--- src/rtl/sprite_pixel_reader.sv ---
// Sprite pixel reader: fetches 4-pixel sprite words through a one-word tag cache,
// selects the pixel nibble, maps it through a 16-entry palette. Fixed 3-edge latency.
module sprite_pixel_reader #(
    parameter int          MEM_LAT    = 2,
    parameter logic [3:0]  TRANSP_IDX = 4'h0
) (
    input  logic        frame_Clk,
    input  logic        Reset,
    input  logic        playerOn,
    input  logic [20:0] spriteAddress,
    input  logic [9:0]  DrawX,
    input  logic [9:0]  DrawY,
    output logic        mem_re,
    output logic [18:0] mem_addr,
    input  logic [15:0] mem_rdata,
    input  logic        pal_we,
    input  logic [3:0]  pal_addr,
    input  logic [23:0] pal_data,
    output logic        pixelOn,
    output logic [23:0] pixelColor,
    output logic [9:0]  DrawX_d,
    output logic [9:0]  DrawY_d,
    output logic [15:0] readsLastFrame
);

    if (MEM_LAT != 2) begin : g_unsupported_lat
        $error("sprite_pixel_reader supports MEM_LAT == 2 only");
    end

    // Request-side state
    logic [18:0] tag;
    logic        tag_valid;
    logic [15:0] read_count;

    logic [18:0] word_addr;
    logic        frame_start;
    logic        hit;
    logic        fetch;
    logic        tag_valid_d;
    logic [15:0] count_inc;

    // Pipeline stages
    logic        s1_valid, s1_on, s1_fetch;
    logic [1:0]  s1_sel;
    logic [9:0]  s1_x, s1_y;
    logic        s2_valid, s2_on, s2_fetch;
    logic [1:0]  s2_sel;
    logic [9:0]  s2_x, s2_y;
    logic        s3_valid, s3_on;
    logic [3:0]  s3_idx;
    logic [9:0]  s3_x, s3_y;

    logic [15:0] word_reg;
    logic [15:0] cur_word;
    logic [3:0]  cur_idx;
    logic        pix_visible;

    logic [23:0] palette [16];

    // Request decode
    always_comb begin
        word_addr   = spriteAddress[20:2];
        frame_start = (DrawX == 10'd0) && (DrawY == 10'd0);
        // A frame start invalidates the tag before the compare, so it always misses
        hit         = playerOn && tag_valid && (word_addr == tag) && !frame_start;
        fetch       = playerOn && !hit;
        if (fetch) begin
            tag_valid_d = 1'b1;
        end else if (frame_start) begin
            tag_valid_d = 1'b0;
        end else begin
            tag_valid_d = tag_valid;
        end
        if (fetch && (read_count != 16'hFFFF)) begin
            count_inc = read_count + 16'd1;
        end else begin
            count_inc = read_count;
        end
    end

    always_ff @(posedge frame_Clk) begin
        if (Reset) begin
            mem_re    <= 1'b0;
            mem_addr  <= 19'd0;
            tag       <= 19'd0;
            tag_valid <= 1'b0;
        end else begin
            mem_re    <= fetch;
            tag_valid <= tag_valid_d;
            if (fetch) begin
                mem_addr <= word_addr;
                tag      <= word_addr;
            end
        end
    end

    always_ff @(posedge frame_Clk) begin
        if (Reset) begin
            read_count     <= 16'd0;
            readsLastFrame <= 16'd0;
        end else if (frame_start) begin
            readsLastFrame <= count_inc;
            read_count     <= {15'd0, fetch};
        end else begin
            read_count     <= count_inc;
        end
    end

    // Stages 1 and 2 carry the sample while the memory read is in flight
    always_ff @(posedge frame_Clk) begin
        if (Reset) begin
            s1_valid <= 1'b0;
            s1_on    <= 1'b0;
            s1_fetch <= 1'b0;
            s1_sel   <= 2'd0;
            s1_x     <= 10'd0;
            s1_y     <= 10'd0;
            s2_valid <= 1'b0;
            s2_on    <= 1'b0;
            s2_fetch <= 1'b0;
            s2_sel   <= 2'd0;
            s2_x     <= 10'd0;
            s2_y     <= 10'd0;
        end else begin
            s1_valid <= 1'b1;
            s1_on    <= playerOn;
            s1_fetch <= fetch;
            s1_sel   <= spriteAddress[1:0];
            s1_x     <= DrawX;
            s1_y     <= DrawY;
            s2_valid <= s1_valid;
            s2_on    <= s1_on;
            s2_fetch <= s1_fetch;
            s2_sel   <= s1_sel;
            s2_x     <= s1_x;
            s2_y     <= s1_y;
        end
    end

    // Fetched samples bypass word_reg; hits rely on it having been refreshed one edge earlier
    always_comb begin
        cur_word = (s2_valid && s2_fetch) ? mem_rdata : word_reg;
        unique case (s2_sel)
            2'd0: cur_idx = cur_word[3:0];
            2'd1: cur_idx = cur_word[7:4];
            2'd2: cur_idx = cur_word[11:8];
            2'd3: cur_idx = cur_word[15:12];
            default: cur_idx = 4'd0;
        endcase
    end

    always_ff @(posedge frame_Clk) begin
        if (Reset) begin
            word_reg <= 16'd0;
            s3_valid <= 1'b0;
            s3_on    <= 1'b0;
            s3_idx   <= 4'd0;
            s3_x     <= 10'd0;
            s3_y     <= 10'd0;
        end else begin
            if (s2_valid && s2_fetch) begin
                word_reg <= mem_rdata;
            end
            s3_valid <= s2_valid;
            s3_on    <= s2_on;
            s3_idx   <= cur_idx;
            s3_x     <= s2_x;
            s3_y     <= s2_y;
        end
    end

    always_comb begin
        pix_visible = s3_valid && s3_on && (s3_idx != TRANSP_IDX);
    end

    always_ff @(posedge frame_Clk) begin
        if (Reset) begin
            pixelOn    <= 1'b0;
            pixelColor <= 24'd0;
            DrawX_d    <= 10'd0;
            DrawY_d    <= 10'd0;
        end else begin
            pixelOn    <= pix_visible;
            pixelColor <= pix_visible ? palette[s3_idx] : 24'd0;
            DrawX_d    <= s3_x;
            DrawY_d    <= s3_y;
        end
    end

    // Same-edge write and lookup: the lookup sees the pre-write entry
    always_ff @(posedge frame_Clk) begin
        if (Reset) begin
            for (int i = 0; i < 16; i++) begin
                palette[i] <= 24'd0;
            end
        end else if (pal_we) begin
            palette[pal_addr] <= pal_data;
        end
    end

endmodule

--- config.mk ---
export PLATFORM = sky130hd
export DESIGN_NAME = sprite_pixel_reader
export DESIGN_NICKNAME = d
export VERILOG_FILES = /design/src/rtl/sprite_pixel_reader.sv
export SDC_FILE = /design/constraint.sdc
export NUM_CORES = 1
export LEC_CHECK = 0
export BUFFER_PORTS_ARGS = -buffer_cell sky130_fd_sc_hd__buf_4
export CORE_MARGIN = 10
export CORE_UTILIZATION = 45
export DETAILED_ROUTE_END_ITERATION = 10
export PLACE_DENSITY = 0.66
export SYNTH_ARGS = -nofsm -noshare
export SYNTH_HDL_FRONTEND = slang
export SYNTH_SLANG_ARGS = --single-unit
export TNS_END_PERCENT = 1
--- constraint.sdc ---
create_clock -name frame_Clk -period 5.2 [get_ports frame_Clk]
set_clock_uncertainty 0.05 [all_clocks]
set_input_delay 0.78 -clock frame_Clk [delete_from_list [all_inputs] [get_ports frame_Clk]]
set_output_delay 0.78 -clock frame_Clk [all_outputs]
set_load 0.1 [all_outputs]
Word-level counts from Yosys, hierarchy flattened
Memories as Yosys holds them, arrays and structs flattened. A register that Yosys moved wholly into a read port is not among the register bits.
Cells that the tools add are included.

word-level totals
  bits in registers = 165
  latch bits = 0
  bits in writable memories = 384
  memory bits (read-only) = 0
  input port bits = 89
  output and inout port bits = 81
  logic and storage cells = 68
  memories = 1

memory list
  name     depth  width  rd ports  clocked after memory_dff  wr ports  RTL line  source
  palette  16     24     1         1                         16        58        logic [23:0] palette [16];

cells by class
  add/subtract/negate cells = 1
  multiply operators = 0
  div/mod/pow operators = 0
  order comparisons = 0
  equality and inequality tests = 5
  shift-type cells = 0
  multiplexer cells = 15
  bitwise operators = 1
  reduce and logical (&&, ||, !) cells = 19

operators by type and width
  kind                                                 number
  2-to-1 mux 16 bit                                    2
  2-to-1 mux 24 bit                                    1
  OR reduction 24 bit                                  1
  zero test 10 bit                                     2
  equality test 19 bit                                 1
  adder 16 x 1 -> 16 bit, second input constant        1
  != test 16 bit, second input constant                1
  one-hot mux 4 bit (4 select lines)                   1
  2-to-1 mux 1 bit                                     10
  logical AND 1 bit                                    9
  equality test 2 bit, second input constant           2
  2-to-1 mux 4 bit                                     1
  nonzero test 4 bit                                   1
  OR reduction 2 bit                                   2
  equality test 2 x 1 -> 1 bit, second input constant  1
  zero test 1 bit                                      2
  zero test 2 bit                                      1
  nonzero test 2 bit                                   1
  inverter 1 bit                                       1

Logic depth before layout (Yosys ltp)
  depth after elaboration = 9
  mapped depth = 8
  gate-level depth less buffers = 7

Worst setup path after synthesis
OpenSTA, ideal clock, no wires.

  kind = input -> register
  start point = input port Reset
  end point = memory palette[2][0], enable pin
  setup time = 0.438 ns
  arrival = 3.355 ns
  data required time = 4.712 ns
  setup slack = 1.356 ns
  stages on the path = 6
  buffers on the path = 2
  cell sequence = clkbuf_1 -> clkinv_1 -> nand2_1 -> or3_1 -> clkbuf_1 -> o21ai_0

RTL lines
  what             RTL line  source
  start, declared  8         input logic Reset,
  end, declared    58

Worst setup path in the final report
  start point = register s3_idx[1]
  end point = register pixelColor[21], read port of palette

on the way
  longest elaborated chain between the ends = 4

RTL lines
  what                                 RTL line  source
  start, declared                      50        logic [3:0] s3_idx;
  start signal, assigned               166       s3_idx <= cur_idx;
  nonzero test 4 bit                   173       pix_visible = s3_valid && s3_on && (s3_idx != TRANSP_IDX);
  logical AND 1 bit                    173
  inverter 1 bit (no source line)      n/a
  OR reduction 2 bit (no source line)  n/a
  end, declared                        20        output logic [23:0] pixelColor,

Several ways; a longest one is shown, not always the timed one.
A chain may end at the register's enable or synchronous reset.

==> summary.md <==
| Metric | Value |
|---|---|
| Status | completed |
| Worst EP required | 5.64 ns |
| MaxCap Viol Count | 0 |
| CP max stage delay | between 0.9 and 1 ns |
| Die W | between 200 and 250 µm |
| Most flop-heavy register | palette |
| Synth cell types | 42 |
| Largest delay share family, worst path | multiplexers |
| Final net count | roughly 1800 |
| Slew at the pin closest to its max-slew limit | 1.20 ns |
| Initial Util | 0.455 |
| Int Pwr | roughly 7.7 mW |
| Largest net degree at the start of global routing | 84 |
| Vias | roughly 13000 |
| Core Region | about 0.052 mm² |
| Clk slew on worst S/H paths | 0.06 ns |
| Final ANT Viol Nets | 0 |
| Post-synthesis register bit count | around 570 |
| Slew Viols, Final | 0 |
| Post-synthesis sequential area ratio | 0.653 |
| Vias per cell | between 5 and 6 |
| GP Congestion | ~0.84 |
| Maximum clock path buffer count | 3 |
| Startpoint types | register |
| Die Area | between 0.06 and 0.07 mm² |
| Min Hold Slack | a little over 0.3 ns |
| Top cell type's share of synthesized area | 0.492 |
| Arr. time, crit path | 3.46 ns |
| Slowest-stage cell, CP | dfxtp_4 |
| Post-CTS Resized | 0 |
| Routed wire length | slightly below 60000 µm |
| Post-synth top flop | edfxtp_1 |
| Worst hold path class | input port to register |
| Fmax | approximately 330 MHz |
| Nets in the synthesized netlist | between 1500 and 2000 |
| CTS Sinks | around 570 |
| Net Sw Power | 2.21 mW |
| Initial detailed-routing violation count | between 1000 and 1500 |
| Leak | between 9 and 10 nW |
| Seq pwr share | 0.517 |
| Post-CTS Setup Inserts | 0 |
| CP Cell Sequence | buf_4 -> mux4_2 -> mux4_2 -> nor2b_1 |
| Combinational Power Share | 0.059 |
| GRT Residual Overflow | 0 |
| Tot GR Track Use | 0.195 |
| Detailed-route wire length per cell | between 20 and 25 µm |
| Yosys top cell by area | edfxtp_1 |
| Number of detailed-route iterations in the first pass | 5 |
| Max-slew headroom | 0.198 |
| Final count of hold timing violations | 0 |
| Largest registers | palette (384), pixelColor (24), tag (19) |
| Total Neg Setup Slack | 0 ns |
| Layout cell share with drive strength beyond 1 | 0.252 |
| First-pass GRT wire length | around 90000 µm |
| Cell repeated most along the worst path | mux4_2 |
| Mapped Cells | roughly 1600 |
| Worst VDD drop | about 0.00024 V |
| Critical Path End Type | register |
| CTS Hold Bufs | 0 |
| Initial antenna violation count | 7 |
| TritonCTS clock tree | done |
| Yosys warns | 0 |
| Clk network pwr share | 0.424 |
| Syn Area/Cell | around 15 µm² |
| RSZ-0062 raised after global routing | false |
| Mapped cell area | ~0.023 mm² |
| Final Setup Violations | 0 |
| Detail Placement HPWL | approximately 37000 µm |
| DRC errors left | 0 |
| Min cycle time layout | 3.02 ns |
| Synthesis-to-layout area growth | 17.3% |
| Crit Path Class | register to register |
| Sw Share | 0.222 |
| I/O Buffers | around 170 |
| Max reg flops | around 380 |
| Worst-path maximum fanout | 53 |
| FP Rows | between 80 and 90 |
| Clk Latency, worst-skew pair | approximately 0.63 ns |
| PwrDens | roughly 360 mW/mm² |
| Crit share post-route | 0.580 |
| Synth top area cells | edfxtp_1 (49%), dfxtp_1 (16%), mux4_2 (12%) |
| H-Tree Depth | 2 |
| CTS Buf Count | 58 |
| Utilization after layout | 0.534 |
| Number of flops mapped to enable cells by yosys | 384 |
| Root buffer cell | clkbuf_16 |
| Ys async rst share | 0 |
| Buf/Inv on CP | 1 |
| Vias in the first global route | 14189 |
| I/O pins | 170 |
| Die Height | ~250 µm |
worst register-to-register path, cell delays in order (launching register included):
cell	delay [ns]
dfxtp_4	0.92
buf_4	0.75
mux4_2	0.51
mux4_2	0.50
nor2b_1	0.14
placed cells by master (no fill, tap or decap), types with 20 or more instances in the layout:
| master | n |
|---|---|
| and2_1 | 384 |
| edfxtp_1 | 384 |
| mux4_2 | 124 |
| nor2_1 | 76 |
| mux2i_1 | 35 |
| dfxtp_1 | 186 |
| buf_4 | 208 |
| nor2b_1 | 114 |
| clkbuf_16 | 60 |
| xor2_1 | 20 |
power by group through the flow:
stage | Clock, mW | Sequential, mW | Combinational, mW
after floorplan | 0 | 5.29 | 0.281
after global placement | 0 | 5.22 | 0.586
after detailed placement | 0 | 5.24 | 0.592
after CTS | 4.30 | 5.14 | 0.594
after global routing | 4.48 | 5.15 | 0.623
final | 4.22 | 5.14 | 0.584
metrics by stage:
stage | std cells | total power [mW] | worst slack, ns | instance area [µm²]
2_1_floorplan | 1601 | 5.57 | 1.36 | 23500
3_3_place_gp | 2374 | 5.81 | 1.76 | 25500
3_5_place_dp | 2374 | 5.83 | 1.67 | 25500
4_1_cts | 2484 | 10.0 | 2.15 | 27500
5_1_grt | 2484 | 10.3 | 1.99 | 27500
6_report | 2486 | 9.94 | 2.18 | 27500
synthesized netlist by cell type (7+ instances only):
cell	count
dfxtp_1	189
nor3_1	9
nand3_1	8
or3_1	11
edfxtp_1	384
o21ai_0	19
nor2_1	77
clkbuf_1	102
and2_1	384
nand4_1	11
buf_2	8
mux2i_1	35
nor2b_1	114
xnor2_1	7
nor4_1	11
a211oi_1	8
mux4_2	124
a21oi_1	13
xor2_1	20
nand2_1	14
per-layer routing:
layer  global-route usage  share of wire
met2                0.326           0.50
met5                    0         0.0012
met3               0.0445          0.070
met4               0.0570          0.022
met1                0.249           0.41
cell families (layout without fill, tap and decap cells):
group / after synthesis / count (layout) / share of synthesized area
XOR/XNOR: 27 / 27 / 0.0101
AND/OR/NAND/NOR: 657 / 657 / 0.165
multiplexers: 159 / 159 / 0.134
AO/OA/AOI/OAI: 63 / 63 / 0.0176
flip-flops: 573 / 573 / 0.653
adder cells (fa/ha/maj): 1 / 1 / 0.000533
other: 0 / 2 / 0
buffers and inverters: 121 / 324 / 0.0198
cell type report:
| class | instances | area, µm² |
|---|---|---|
| diodes | 2 | 5.00 |
| clock buffers | 79 | 1660 |
| clock inverters | 31 | 299 |
| fillers | 4242 | 24000 |
| inverters | 5 | 18.8 |
| multi-input cells | 907 | 7770 |
| flip-flops and latches | 573 | 15300 |
| well taps | 680 | 851 |
| repair buffers | 209 | 1580 |
path summary, 6_finish.rpt:
kind                        startpoint                   endpoint  slack, ns  depth (start not counted)
setup / recovery  s3_idx[1]$_SDFF_PP0_  pixelColor[21]$_SDFF_PP0_       2.18                          4
hold / removal        spriteAddress[1]       s1_sel[1]$_SDFF_PP0_       0.31                          2
setup reg to reg  s3_idx[1]$_SDFF_PP0_  pixelColor[21]$_SDFF_PP0_       2.18                          4
hold reg to reg     s3_x[1]$_SDFF_PP0_      DrawX_d[1]$_SDFF_PP0_       0.38                          1
Power figures use the tool's default switching activity.
